==> src/rtl/vga_scan_addr_gen.sv <==
`default_nettype none
// ============================================================================
// Module   : vga_scan_addr_gen
// Purpose  : VGA timing generator (default 640x480@60) with an incremental
//            scaled-image ROM address generator. DDA accumulators map each
//            visible pixel onto an IMG_W x IMG_H source image without any
//            multiplier or divider.
// Revision : 1.0 - initial release
// ============================================================================
module vga_scan_addr_gen #(
  parameter int H_VIS  = 640,
  parameter int H_FP   = 16,
  parameter int H_SYNC = 96,
  parameter int H_BP   = 48,
  parameter int V_VIS  = 480,
  parameter int V_FP   = 10,
  parameter int V_SYNC = 2,
  parameter int V_BP   = 33,
  parameter int IMG_W  = 175,
  parameter int IMG_H  = 480,
  parameter int ADDR_W = 17
) (
  input  logic              vga_clk,
  input  logic              reset_n,
  output logic              hs,
  output logic              vs,
  output logic              blank,
  output logic [9:0]        DrawX,
  output logic [9:0]        DrawY,
  output logic [ADDR_W-1:0] rom_address,
  output logic              line_start,
  output logic              frame_start
);

  localparam int c_H_TOT   = H_VIS + H_FP + H_SYNC + H_BP;
  localparam int c_V_TOT   = V_VIS + V_FP + V_SYNC + V_BP;
  localparam int c_XACC_W  = $clog2(H_VIS) + 1;
  localparam int c_YACC_W  = $clog2(V_VIS) + 1;

  localparam logic [9:0] c_H_LAST   = 10'(c_H_TOT - 1);
  localparam logic [9:0] c_V_LAST   = 10'(c_V_TOT - 1);
  localparam logic [9:0] c_H_VIS    = 10'(H_VIS);
  localparam logic [9:0] c_V_VIS    = 10'(V_VIS);
  localparam logic [9:0] c_H_VIS_M1 = 10'(H_VIS - 1);
  localparam logic [9:0] c_V_VIS_M1 = 10'(V_VIS - 1);
  localparam logic [9:0] c_HS_BEG   = 10'(H_VIS + H_FP);
  localparam logic [9:0] c_HS_END   = 10'(H_VIS + H_FP + H_SYNC);
  localparam logic [9:0] c_VS_BEG   = 10'(V_VIS + V_FP);
  localparam logic [9:0] c_VS_END   = 10'(V_VIS + V_FP + V_SYNC);

  localparam logic [c_XACC_W-1:0] c_IMG_W_X = c_XACC_W'(IMG_W);
  localparam logic [c_XACC_W-1:0] c_H_VIS_X = c_XACC_W'(H_VIS);
  localparam logic [c_YACC_W-1:0] c_IMG_H_Y = c_YACC_W'(IMG_H);
  localparam logic [c_YACC_W-1:0] c_V_VIS_Y = c_YACC_W'(V_VIS);
  localparam logic [ADDR_W-1:0]   c_IMG_W_A = ADDR_W'(IMG_W);

  // Internal state describes the pixel that the next clock edge will present
  // on the outputs, so every output register is loaded from the same pixel.
  logic [9:0]          r_cx;
  logic [9:0]          r_cy;
  logic [c_XACC_W-1:0] r_xacc;
  logic [c_YACC_W-1:0] r_yacc;
  logic [ADDR_W-1:0]   r_sx;
  logic [ADDR_W-1:0]   r_row_base;

  logic                w_end_line;
  logic                w_end_frame;
  logic                w_vis;
  logic [c_XACC_W-1:0] w_xsum;
  logic [c_YACC_W-1:0] w_ysum;

  assign w_end_line  = (r_cx == c_H_LAST);
  assign w_end_frame = w_end_line && (r_cy == c_V_LAST);
  assign w_vis       = (r_cx < c_H_VIS) && (r_cy < c_V_VIS);
  // Accumulator is always below the visible size before the add, so the sum
  // stays under twice the visible size and fits the widened accumulator.
  assign w_xsum      = r_xacc + c_IMG_W_X;
  assign w_ysum      = r_yacc + c_IMG_H_Y;

  // Raster position counters: column wraps per line, line wraps per frame.
  always_ff @(posedge vga_clk) begin
    if (!reset_n) begin
      r_cx <= '0;
      r_cy <= '0;
    end else if (w_end_line) begin
      r_cx <= '0;
      r_cy <= (r_cy == c_V_LAST) ? 10'd0 : r_cy + 10'd1;
    end else begin
      r_cx <= r_cx + 10'd1;
    end
  end

  // Horizontal DDA: source column advances by IMG_W/H_VIS per visible pixel.
  // The step after the last visible pixel is skipped so sx never reaches IMG_W.
  always_ff @(posedge vga_clk) begin
    if (!reset_n || w_end_line) begin
      r_xacc <= '0;
      r_sx   <= '0;
    end else if (r_cx < c_H_VIS_M1) begin
      if (w_xsum >= c_H_VIS_X) begin
        r_xacc <= w_xsum - c_H_VIS_X;
        r_sx   <= r_sx + ADDR_W'(1);
      end else begin
        r_xacc <= w_xsum;
      end
    end
  end

  // Vertical DDA: source row advances by IMG_H/V_VIS per visible line and the
  // row base tracks sy*IMG_W by repeated addition.
  always_ff @(posedge vga_clk) begin
    if (!reset_n || w_end_frame) begin
      r_yacc     <= '0;
      r_row_base <= '0;
    end else if (w_end_line && (r_cy < c_V_VIS_M1)) begin
      if (w_ysum >= c_V_VIS_Y) begin
        r_yacc     <= w_ysum - c_V_VIS_Y;
        r_row_base <= r_row_base + c_IMG_W_A;
      end else begin
        r_yacc     <= w_ysum;
      end
    end
  end

  // Output registers, all loaded from the same pixel position.
  always_ff @(posedge vga_clk) begin
    if (!reset_n) begin
      hs          <= 1'b1;
      vs          <= 1'b1;
      blank       <= 1'b0;
      DrawX       <= '0;
      DrawY       <= '0;
      rom_address <= '0;
      line_start  <= 1'b0;
      frame_start <= 1'b0;
    end else begin
      hs          <= !((r_cx >= c_HS_BEG) && (r_cx < c_HS_END));
      vs          <= !((r_cy >= c_VS_BEG) && (r_cy < c_VS_END));
      blank       <= w_vis;
      DrawX       <= r_cx;
      DrawY       <= r_cy;
      rom_address <= w_vis ? (r_row_base + r_sx) : '0;
      line_start  <= (r_cx == 10'd0);
      frame_start <= (r_cx == 10'd0) && (r_cy == 10'd0);
    end
  end

endmodule
`default_nettype wire
==> config.mk <==
export PLATFORM = sky130hd
export DESIGN_NAME = vga_scan_addr_gen
export DESIGN_NICKNAME = d
export VERILOG_FILES = /design/src/rtl/vga_scan_addr_gen.sv
export SDC_FILE = /design/constraint.sdc
export NUM_CORES = 1
export LEC_CHECK = 0
export BUFFER_PORTS_ARGS = -buffer_cell sky130_fd_sc_hd__clkbuf_2
export CORE_ASPECT_RATIO = 1.2
export CORE_MARGIN = 5
export CORE_UTILIZATION = 55
export DETAILED_ROUTE_END_ITERATION = 12
export GPL_TIMING_DRIVEN = 1
export HOLD_SLACK_MARGIN = 0.15
export MAX_ROUTING_LAYER = met4
export PLACE_DENSITY = 0.79
export SETUP_SLACK_MARGIN = 0.4
export SYNTH_ARGS = -nofsm -noshare
export SYNTH_HDL_FRONTEND = slang
export SYNTH_SLANG_ARGS = --single-unit
==> constraint.sdc <==
create_clock -name vga_clk -period 5.3 [get_ports vga_clk]
set_input_delay 1.325 -clock vga_clk [delete_from_list [all_inputs] [get_ports vga_clk]]
set_output_delay 1.325 -clock vga_clk [all_outputs]
set_load 0.005 [all_outputs]
==> metrics.md <==
| Metric | Value |
|---|---|
| Largest net degree at the start of global routing | 31 |
| Final hold viol count | 0 |
| Worst hold stages | 2 |
| CTS H-tree depth | 3 |
| Cells after Synth | 636 |
| Fin area | 6090 µm² |
| Synth top area cells | dfxtp_1 (40%), ha_1 (6.1%), nor2_1 (4.8%), xnor2_1 (4.6%), xor2_1 (3.9%) |
| CTS tree | done |
| HPWL after DPL | 8180 µm |
| Post-synth cell types | 65 |
| Most common cell in the synthesized netlist | dfxtp_1 |
| Die Y-Extent | 120 µm |
| Dpl ws | 2.20 ns |
| Post-synth EDFFs | 0 |
| Flop pwr share | 50.8% |
| Status | complete, no violations |
| Slew margin rel. | 47.5% |
| Via Count | 4505 |
| Post-place instance area | 5820 µm² |
| HP Class | reg2reg |
| # hold bufs at CTS | 0 |
| Combinational Power Share | 15.0% |
| Gp weighted congestion | 0.945 |
| Total Nets Final | 693 |
| Syn nets | 666 |
| Fin Hold WS | 0.468 ns |
| Wirelength per Cell | 14.2 µm |
| Clock power frac | 34.2% |
| Skew final | 0.00813 ns |
| Syn Area/Cell | 8.74 µm² |
| Post-synthesis register bit count | 112 |
| Total track usage | 19.7% |
| Fin crit period | 3.14 ns |
| First-pass GRT wire length | 19300 µm |
| Drt first-iter violations | 294 |
| I/O pin cnt | 44 |
| Die area | 12200 µm² |
| Layout cells sized above 1 | 11.4% |
| Remaining antenna violation count | 0 |
| Synthesized area | 5560 µm² |
| Clock Latency Late Sink | 0.35 ns |
| Setup TNS | 0 ns |
| NetSw | 0.513 mW |
| Die Width | 102 µm |
| Setup Buffers After CTS | 0 |
| # clock sinks | 112 |
| Max Cap Violations | 0 |
| Unrepaired setup endpoints after global routing | no |
| Dominant synthesized flop cell | dfxtp_1 |
| Commonest cells in the netlist | dfxtp_1 (112), nor2_1 (71), nand2_1 (42), and2_1 (33), o21ai_0 (32) |
| CTS-repair resized insts | 0 |
| Final Util | 61.1% |
| Final Max Tran Viols | 0 |
| DR vias/cell | 5.68 |
| Fmax | 319 MHz |
| Max IR drop VDD | 0.000165 V |
| Pwr dens | 300 nW/µm² |
| # DRC | 0 |
| Sequential area share after synthesis | 40.3% |
| Routed wire length | 11200 µm |
| Least-Margin Pin Slew | 0.783 ns |
| GRT Residual Overflow | 0 |
| Crit path DAT | 3.43 ns |
| R2R cell count | 10 |
| Cell leakage power | 2.47 nW |
| CP Launch Type | register |
| Row count | 40 |
| Area Growth Syn to Fin | 9.50% |
| Async set-reset flop share out of synthesis | 0% |
| Yosys top cell area share | 40.3% |
| Vias in the first global route | 4260 |
| Cell taking the most area after synthesis | dfxtp_1 |
| IO Port Bufs | 43 |
| Initial antenna violation count | 0 |
| Final WS setup | 2.16 ns |
| DR pass1 iterations | 4 |
| Core area | 9960 µm² |
| Worst endpoint required time | 5.59 ns |
| Yosys warns | 0 |
| Reg clk slew, reported paths | 0.07 ns |
| Fin crit share | 59.2% |
| Deepest clock path buffer count | 2 |
| Design internal power | 1.31 mW |
| Root buffer cell | clkbuf_16 |
| # diodes | 0 |
| # setup viols final | 0 |
| Critical path type | reg2reg |
| Starting Density | 55.8% |
| CP Max Fanout | 12 |
| CP Capture Type | register |
| Sw Share | 28.1% |
| Total CTS buffers | 9 |
[flip-flops by register name, summed over array words and instances, names as in the netlist]
signal and cells:
r_cx 10, r_sx 17, DrawX 10, hs 1
blank 1, r_yacc 5, DrawY 10, r_xacc 11
line_start 1, vs 1, rom_address 17, frame_start 1
r_cy 10, r_row_base 17
[routing by layer]
metal / wire length [µm] / up-vias / global-route usage [%]
met5: 0 / - / -
met4: 289 / 0 / 9.48
met3: 459 / 23 / 2.79
met2: 5580 / 88 / 32.7
met1: 4910 / 2100 / 23.2
li1: - / 2294 / -
[worst paths after layout]
check                               start                       to  slack, ns
setup reg to reg   r_xacc[0]$_SDFFE_PP0P_     r_sx[5]$_SDFFE_PP0P_       2.16
hold / removal    r_xacc[10]$_SDFFE_PP0P_  r_xacc[10]$_SDFFE_PP0P_       0.47
setup / recovery   r_xacc[0]$_SDFFE_PP0P_     r_sx[5]$_SDFFE_PP0P_       2.16
hold reg to reg   r_xacc[10]$_SDFFE_PP0P_  r_xacc[10]$_SDFFE_PP0P_       0.47
[through the flow]
step | cells | power [mW]
after CTS | 793 | 1.84
final | 793 | 1.83
after global placement | 778 | 1.20
after global routing | 793 | 1.91
after floorplan | 636 | 1.18
after detailed placement | 778 | 1.22
[cell type report]
type | instances | area, µm²
Sequential cell | 112 | 2240
Tap cell | 126 | 158
Fill cell | 858 | 3870
Inverter | 23 | 86.3
Timing Repair Buffer | 46 | 238
Clock inverter | 6 | 43.8
Clock buffer | 9 | 225
Multi-Input combinational cell | 471 | 3100
[critical path: stages, from the launching register on]
cell	delay, ns
dfxtp_1	0.37
inv_1	0.11
ha_1	0.28
nor3b_1	0.38
o21ai_0	0.26
xnor2_1	0.22
ha_1	0.28
o211ai_2	0.36
o21ai_2	0.22
or4_1	0.52
nand2_1	0.07
[power groups by stage]
stage	clock network, mW	logic [mW]	registers, mW
final	0.624	0.274	0.928
after global routing	0.672	0.301	0.934
after CTS	0.643	0.273	0.927
after detailed placement	0	0.271	0.946
after global placement	0	0.255	0.944
after floorplan	0	0.265	0.914
[cells in the final DEF (no fill, tap or decap), drive strengths merged, types with 27 or more instances in the layout]
| cell type | count |
|---|---|
| a21oi | 30 |
| o21ai | 34 |
| dfxtp | 112 |
| nand2 | 42 |
| xnor2 | 29 |
| ha | 27 |
| and2 | 33 |
| nor2 | 71 |
| clkbuf | 52 |
[cells by family (layout without fill, tap and decap cells)]
group,after synthesis,in the layout,share of synthesized area [%]
AO/OA/AOI/OAI,126,126,15.3
XOR/XNOR,54,54,8.51
adder cells (fa/ha/maj),28,28,6.44
buffers and inverters,53,84,4.07
flip-flops,112,112,40.3
multiplexers,4,4,0.720
AND/OR/NAND/NOR,259,259,24.6
Note: power is estimated with default switching activity, not from simulation.
